<file path="config.mk">
export PLATFORM = sky130hd
export DESIGN_NAME = coeff_reducer
export DESIGN_NICKNAME = d
export VERILOG_FILES = /design/src/rtl/coeff_reducer.sv
export SDC_FILE = /design/constraint.sdc
export NUM_CORES = 1
export LEC_CHECK = 0
export CAP_MARGIN = 30
export CORE_MARGIN = 4
export CORE_UTILIZATION = 55
export CTS_BUF_LIST = sky130_fd_sc_hd__clkbuf_8
export DETAILED_ROUTE_END_ITERATION = 10
export GPL_TIMING_DRIVEN = 0
export PLACE_DENSITY = 0.79
export SYNTH_ARGS = -nofsm -noshare
export SYNTH_HDL_FRONTEND = slang
export SYNTH_SLANG_ARGS = --single-unit
</file>
<file path="constraint.sdc">
create_clock -name clk -period 6.9 [get_ports clk]
set_clock_uncertainty 0.1 [all_clocks]
set_input_delay 0.69 -clock clk [delete_from_list [all_inputs] [get_ports clk]]
set_output_delay 0.69 -clock clk [all_outputs]
set_load 0.02 [all_outputs]
</file>
<file path="src/rtl/coeff_reducer.sv">
// coeff_reducer: reduces a stream of signed 16-bit accumulated coefficient
// pairs to their non-negative residues mod Q through a 3-cycle pipeline,
// sequencing one pass of NPAIRS pairs with an addressing error monitor.
module coeff_reducer #(
    parameter int unsigned NPAIRS = 128,
    parameter int unsigned Q      = 3329
) (
    input  logic        clk,
    input  logic        reset,
    input  logic        set,
    input  logic        in_valid,
    input  logic [6:0]  in_addr,
    input  logic [15:0] in_a,
    input  logic [15:0] in_b,
    output logic        out_valid,
    output logic [6:0]  out_addr,
    output logic [11:0] out_a,
    output logic [11:0] out_b,
    output logic [3:0]  status,
    output logic        err
);

    localparam int unsigned CW     = $clog2(NPAIRS + 1);
    localparam int unsigned VW     = 17;
    // Smallest multiple of Q that lifts any 16-bit signed value to >= 0.
    localparam int unsigned OFFSET = Q * ((32768 + Q - 1) / Q);
    localparam int unsigned SH     = 24;
    localparam int unsigned M      = (32'd1 << SH) / Q;
    localparam int unsigned MW     = $clog2(M + 1);
    localparam int unsigned PW     = VW + MW;
    localparam int unsigned RW     = 13;

    typedef enum logic [1:0] {
        S_IDLE  = 2'd0,
        S_RUN   = 2'd1,
        S_FLUSH = 2'd2,
        S_DONE  = 2'd3
    } state_t;

    state_t          r_state;
    state_t          w_state_nxt;
    logic [CW-1:0]   r_count;

    logic            r_v1, r_v2, r_v3;
    logic [6:0]      r_addr1, r_addr2, r_addr3;
    logic [15:0]     r_a1, r_b1;
    logic [VW-1:0]   r_a2, r_b2;
    logic [RW-1:0]   r_a3, r_b3;

    logic            w_accept;
    logic            w_abort;
    logic            w_start;
    logic            w_pipe_empty;
    logic [VW-1:0]   w_a_off, w_b_off;
    logic [RW-1:0]   w_a_fin, w_b_fin;

    // Barrett estimate; quotient may be one short, so the result lies in [0, 2Q).
    function automatic logic [RW-1:0] barrett(input logic [VW-1:0] v);
        logic [PW-1:0] prod;
        logic [VW-1:0] quo;
        logic [VW-1:0] qq;
        prod = PW'(v) * PW'(M);
        quo  = VW'(prod >> SH);
        qq   = VW'(quo * VW'(Q));
        return RW'(v - qq);
    endfunction

    // Final conditional subtraction into [0, Q).
    function automatic logic [RW-1:0] fold(input logic [RW-1:0] r);
        return (r >= RW'(Q)) ? RW'(r - RW'(Q)) : r;
    endfunction

    assign w_accept     = (r_state == S_RUN) && set && in_valid;
    assign w_abort      = ((r_state == S_RUN) || (r_state == S_FLUSH)) && !set;
    assign w_start      = (r_state == S_IDLE) && set;
    assign w_pipe_empty = !r_v1 && !r_v2 && !r_v3;
    assign w_a_off      = {r_a1[15], r_a1} + VW'(OFFSET);
    assign w_b_off      = {r_b1[15], r_b1} + VW'(OFFSET);
    assign w_a_fin      = fold(r_a3);
    assign w_b_fin      = fold(r_b3);
    assign status       = {2'b00, r_state};

    // State register.
    always_ff @(posedge clk or posedge reset) begin
        if (reset) r_state <= S_IDLE;
        else       r_state <= w_state_nxt;
    end

    // Next-state logic; FLUSH waits for the last pair's output strobe.
    always_comb begin
        w_state_nxt = r_state;
        unique case (r_state)
            S_IDLE:  if (set) w_state_nxt = S_RUN;
            S_RUN: begin
                if (!set)
                    w_state_nxt = S_IDLE;
                else if (w_accept && (r_count == CW'(NPAIRS - 1)))
                    w_state_nxt = S_FLUSH;
            end
            S_FLUSH: begin
                if (!set)
                    w_state_nxt = S_IDLE;
                else if (out_valid && w_pipe_empty)
                    w_state_nxt = S_DONE;
            end
            S_DONE:  if (!set) w_state_nxt = S_IDLE;
            default: w_state_nxt = S_IDLE;
        endcase
    end

    // Accepted-pair counter and sticky addressing error.
    always_ff @(posedge clk or posedge reset) begin
        if (reset) begin
            r_count <= '0;
            err     <= 1'b0;
        end else if (w_start) begin
            r_count <= '0;
            err     <= 1'b0;
        end else if (w_accept) begin
            r_count <= r_count + CW'(1);
            if (CW'(in_addr) != r_count) err <= 1'b1;
        end
    end

    // Pipeline valids; an abort kills everything in flight.
    always_ff @(posedge clk or posedge reset) begin
        if (reset) begin
            r_v1      <= 1'b0;
            r_v2      <= 1'b0;
            r_v3      <= 1'b0;
            out_valid <= 1'b0;
        end else begin
            r_v1      <= w_accept;
            r_v2      <= r_v1 && !w_abort;
            r_v3      <= r_v2 && !w_abort;
            out_valid <= r_v3 && !w_abort;
        end
    end

    // Pipeline data: capture, offset, Barrett reduce, final fold.
    always_ff @(posedge clk or posedge reset) begin
        if (reset) begin
            r_addr1  <= '0;
            r_addr2  <= '0;
            r_addr3  <= '0;
            r_a1     <= '0;
            r_b1     <= '0;
            r_a2     <= '0;
            r_b2     <= '0;
            r_a3     <= '0;
            r_b3     <= '0;
            out_addr <= '0;
            out_a    <= '0;
            out_b    <= '0;
        end else begin
            if (w_accept) begin
                r_addr1 <= in_addr;
                r_a1    <= in_a;
                r_b1    <= in_b;
            end
            if (r_v1) begin
                r_addr2 <= r_addr1;
                r_a2    <= w_a_off;
                r_b2    <= w_b_off;
            end
            if (r_v2) begin
                r_addr3 <= r_addr2;
                r_a3    <= barrett(r_a2);
                r_b3    <= barrett(r_b2);
            end
            if (r_v3 && !w_abort) begin
                out_addr <= r_addr3;
                out_a    <= 12'(w_a_fin);
                out_b    <= 12'(w_b_fin);
            end
        end
    end

endmodule

</file>
==> impl_metrics.yaml <==
status:
  outcome: "finished with violations"
  violations: "setup timing"
final_layout:
  final_util_pct: 67.3
  drive_gt1_share_pct: 17.7
  num_antenna_cells: 0
  seq_area_um2: 4010
  fillers: 2071
  syn2layout_area_growth_pct: 19.4
  fin_nets: 2314
  multi_input_area_um2: 11800
die:
  core_area_um2: 28900
  ios: 80
  die-area_um2: 32500
  die_w_um: 180
  rows: 62
  start_util_pct: 56.3
  die_h_um: 180
min_path:
  hold_class: "reg2reg"
detailed_routing:
  drtIter0Drc: 780
  detail_route.wl_per_cell_um: 17.7
  drc_errors: 0
  vias_per_cell: 5.53
  dr.pass1.iters: 5
  vias: 12500
  drt_wl_total_um: 40100
  ant_nets: 0
worst_setup_path:
  worstSetupPathType: "reg2reg"
  worst_path_largest_cell_delay_ns: 0.61
  cp.required_ns: 7.19
  crit_slowest_cell: "fa_1"
  endpoint_kind: "flip-flop"
  cp-start-kind: "flip-flop"
  critPathArrivalTime_ns: 7.84
  cp_max_fo: 5
  cpMostUsedCell: "fa_1"
synth:
  synth_edf_count: 0
  synthDistinctLibCells: 76
  synthTopCellsByCount: "315 x inv_1, 239 x ha_1, 198 x nand2_1"
  synthTopCellsByArea: "dfrtp_1 24%, fa_1 21%, ha_1 18%, inv_1 7.3%, nand2_1 4.6%"
  synth_top_area_share_pct: 24.4
  synthArstFlopShare_pct: 100
  ys_dominant_reg_cell: "dfrtp_1"
  synth_top_cell_by_area: "dfrtp_1"
  yosys_warnings: 0
  synthCells: 1683
  post-synth-top-count-cell: "inv_1"
  synth-seq-cells: 159
  syn_area_um2: 16300
  yosysSeqAreaShare_pct: 24.4
  syn-mean-instance-area_um2: 9.69
global_routing:
  grt_max_degree: 100
  grt_pass1_vias: 13300
  track_usage_pct: 24.1
  grt_pass1_wl_um: 64500
  grt_overflow: 0
  antenna_found_initial: 0
cts:
  clock_sinks: 159
  tritoncts: "built"
  cts_buffer_depth: 2
  htreeDepth: 4
  cts-root-buf: "clkbuf_8"
  clock_latency_ns: 0.47
  cts_hold_buffers: 0
  clkTransAtPathRegs_ns: 0.10
  cts_made_buffers: 17
placed_design:
  place_ws_ns: -0.984
  gp_congestion: 0.907
  dp_hpwl_um: 29600
  port_buffers: 76
sta:
  timing.fmax_mhz: 132
  fin_crit_ns: 7.55
  rsz0062_at_grt: "yes"
  period_share_pct: 109
  hold_viol_final: 0
  finalWorstSetupSlack_ns: -0.648
  tightestPinTransition_ns: 0.755
  report.final.setup_viol: 12
  drv_slew: 0
  slew_headroom_pct: 49.7
run:
  maxCapViolCount: 0
-- kinds of logic after synthesis --
kind of cell	after synthesis	share of synthesized area (%)
adder cells (fa/ha/maj)	409	39.2
AO/OA/AOI/OAI	215	8.38
flip-flops	159	24.4
buffers and inverters	351	8.17
AND/OR/NAND/NOR	409	11.6
XOR/XNOR	99	5.49
other	1	0.0230
multiplexers	40	2.73
-- metal layers --
| layer | share of wire, % | track usage (%) | vias to the layer above |
|---|---|---|---|
| li1 | - | - | 5816 |
| met1 | 41 | 29.8 | 6264 |
| met2 | 51 | 42.8 | 305 |
| met3 | 3.5 | 3.21 | 100 |
| met4 | 4.4 | 10.1 | 0 |
| met5 | 0 | 0 | - |
-- layout by cell type (no fill, tap or decap), drive strengths merged, types with 6 or more instances in the layout --
| cell | instances |
|---|---|
| a211oi | 7 |
| a21o | 7 |
| a21oi | 65 |
| a31oi | 8 |
| and2 | 12 |
| and3 | 7 |
| buf | 92 |
| clkbuf | 43 |
| clkdlybuf4s50 | 76 |
| dfrtp | 159 |
| fa | 170 |
| ha | 239 |
| inv | 325 |
| mux2 | 36 |
| nand2 | 198 |
| nand2b | 10 |
| nand3 | 17 |
| nand4 | 13 |
| nor2 | 86 |
| nor2b | 11 |
| nor3 | 15 |
| o21a | 7 |
| o21ai | 74 |
| o31ai | 6 |
| or3 | 8 |
| xnor2 | 57 |
| xor2 | 40 |
-- stage by stage --
step / hold WS, ns / area (um2) / instances / TNS [ns]
final: 0.388 / 19500 / 2259 / -3.01
after detailed placement: 0.360 / 17800 / 2145 / -7.93
after floorplan: 0.340 / 16500 / 1684 / -0.195
after global routing: 0.398 / 19500 / 2259 / -6.14
after CTS: 0.386 / 19100 / 2238 / -1.64
after global placement: 0.354 / 17800 / 2144 / -44.45
-- worst max-delay path, delay by kind of cell (launching register included) --
family                     cells  cell delay [ns]
muxes                          1             0.15
xor gates and xnor gates       6             1.08
adders and majority gates      9             3.59
and+or+nand+nor                4             0.87
DFF                            1             0.48
buffers and inverters          2             0.10
AOI/OAI and AO/OA              6             1.10
-- repair_timing --
item / 4_1_cts / 5_1_grt
setup buffers: 61 / 21
setup endpoints to repair: 17 / 17
gates resized for setup: 79 / 53
pin swaps: 88 / 51
-- area by class of cell --
class / instances / share of cell area, %
Buffer: 35 / 0.752
Clock buffer: 17 / 1.20
Clock inverter: 15 / 1.02
Inverter: 316 / 6.12
Multi-Input combinational cell: 1174 / 60.6
Sequential cell: 159 / 20.6
Tap cell: 384 / 2.47
Timing Repair Buffer: 159 / 7.21
-- final timing paths --
| check | start | end | slack (ns) | cells past startpoint |
|---|---|---|---|---|
| min in group asynchronous | reset | out_a[11] | 0.56 | 2 |
| max reg2reg | r_a2[11] | r_a3[12] | -0.65 | 28 |
| min | out_a[2] | out_a[2] | 0.39 | 2 |
| max in group asynchronous | reset | r_b2[14] | 5.19 | 3 |
| max | r_a2[11] | r_a3[12] | -0.65 | 28 |
| min reg2reg | out_a[2] | out_a[2] | 0.39 | 2 |
-- sequential cells by signal (all words and copies together), names as in the netlist --
register,flops
r_count,8
r_b3,13
r_addr3,7
r_v3,1
err,1
r_v2,1
r_b1,16
r_v1,1
r_addr1,7
r_a3,13
r_a1,16
r_b2,17
out_b,12
out_valid,1
r_a2,17
r_state,2
out_addr,7
out_a,12
r_addr2,7
Power is left out: the tool's default activity adds up to more than one toggle a clock period on the data nets, which glitch-free logic cannot reach.
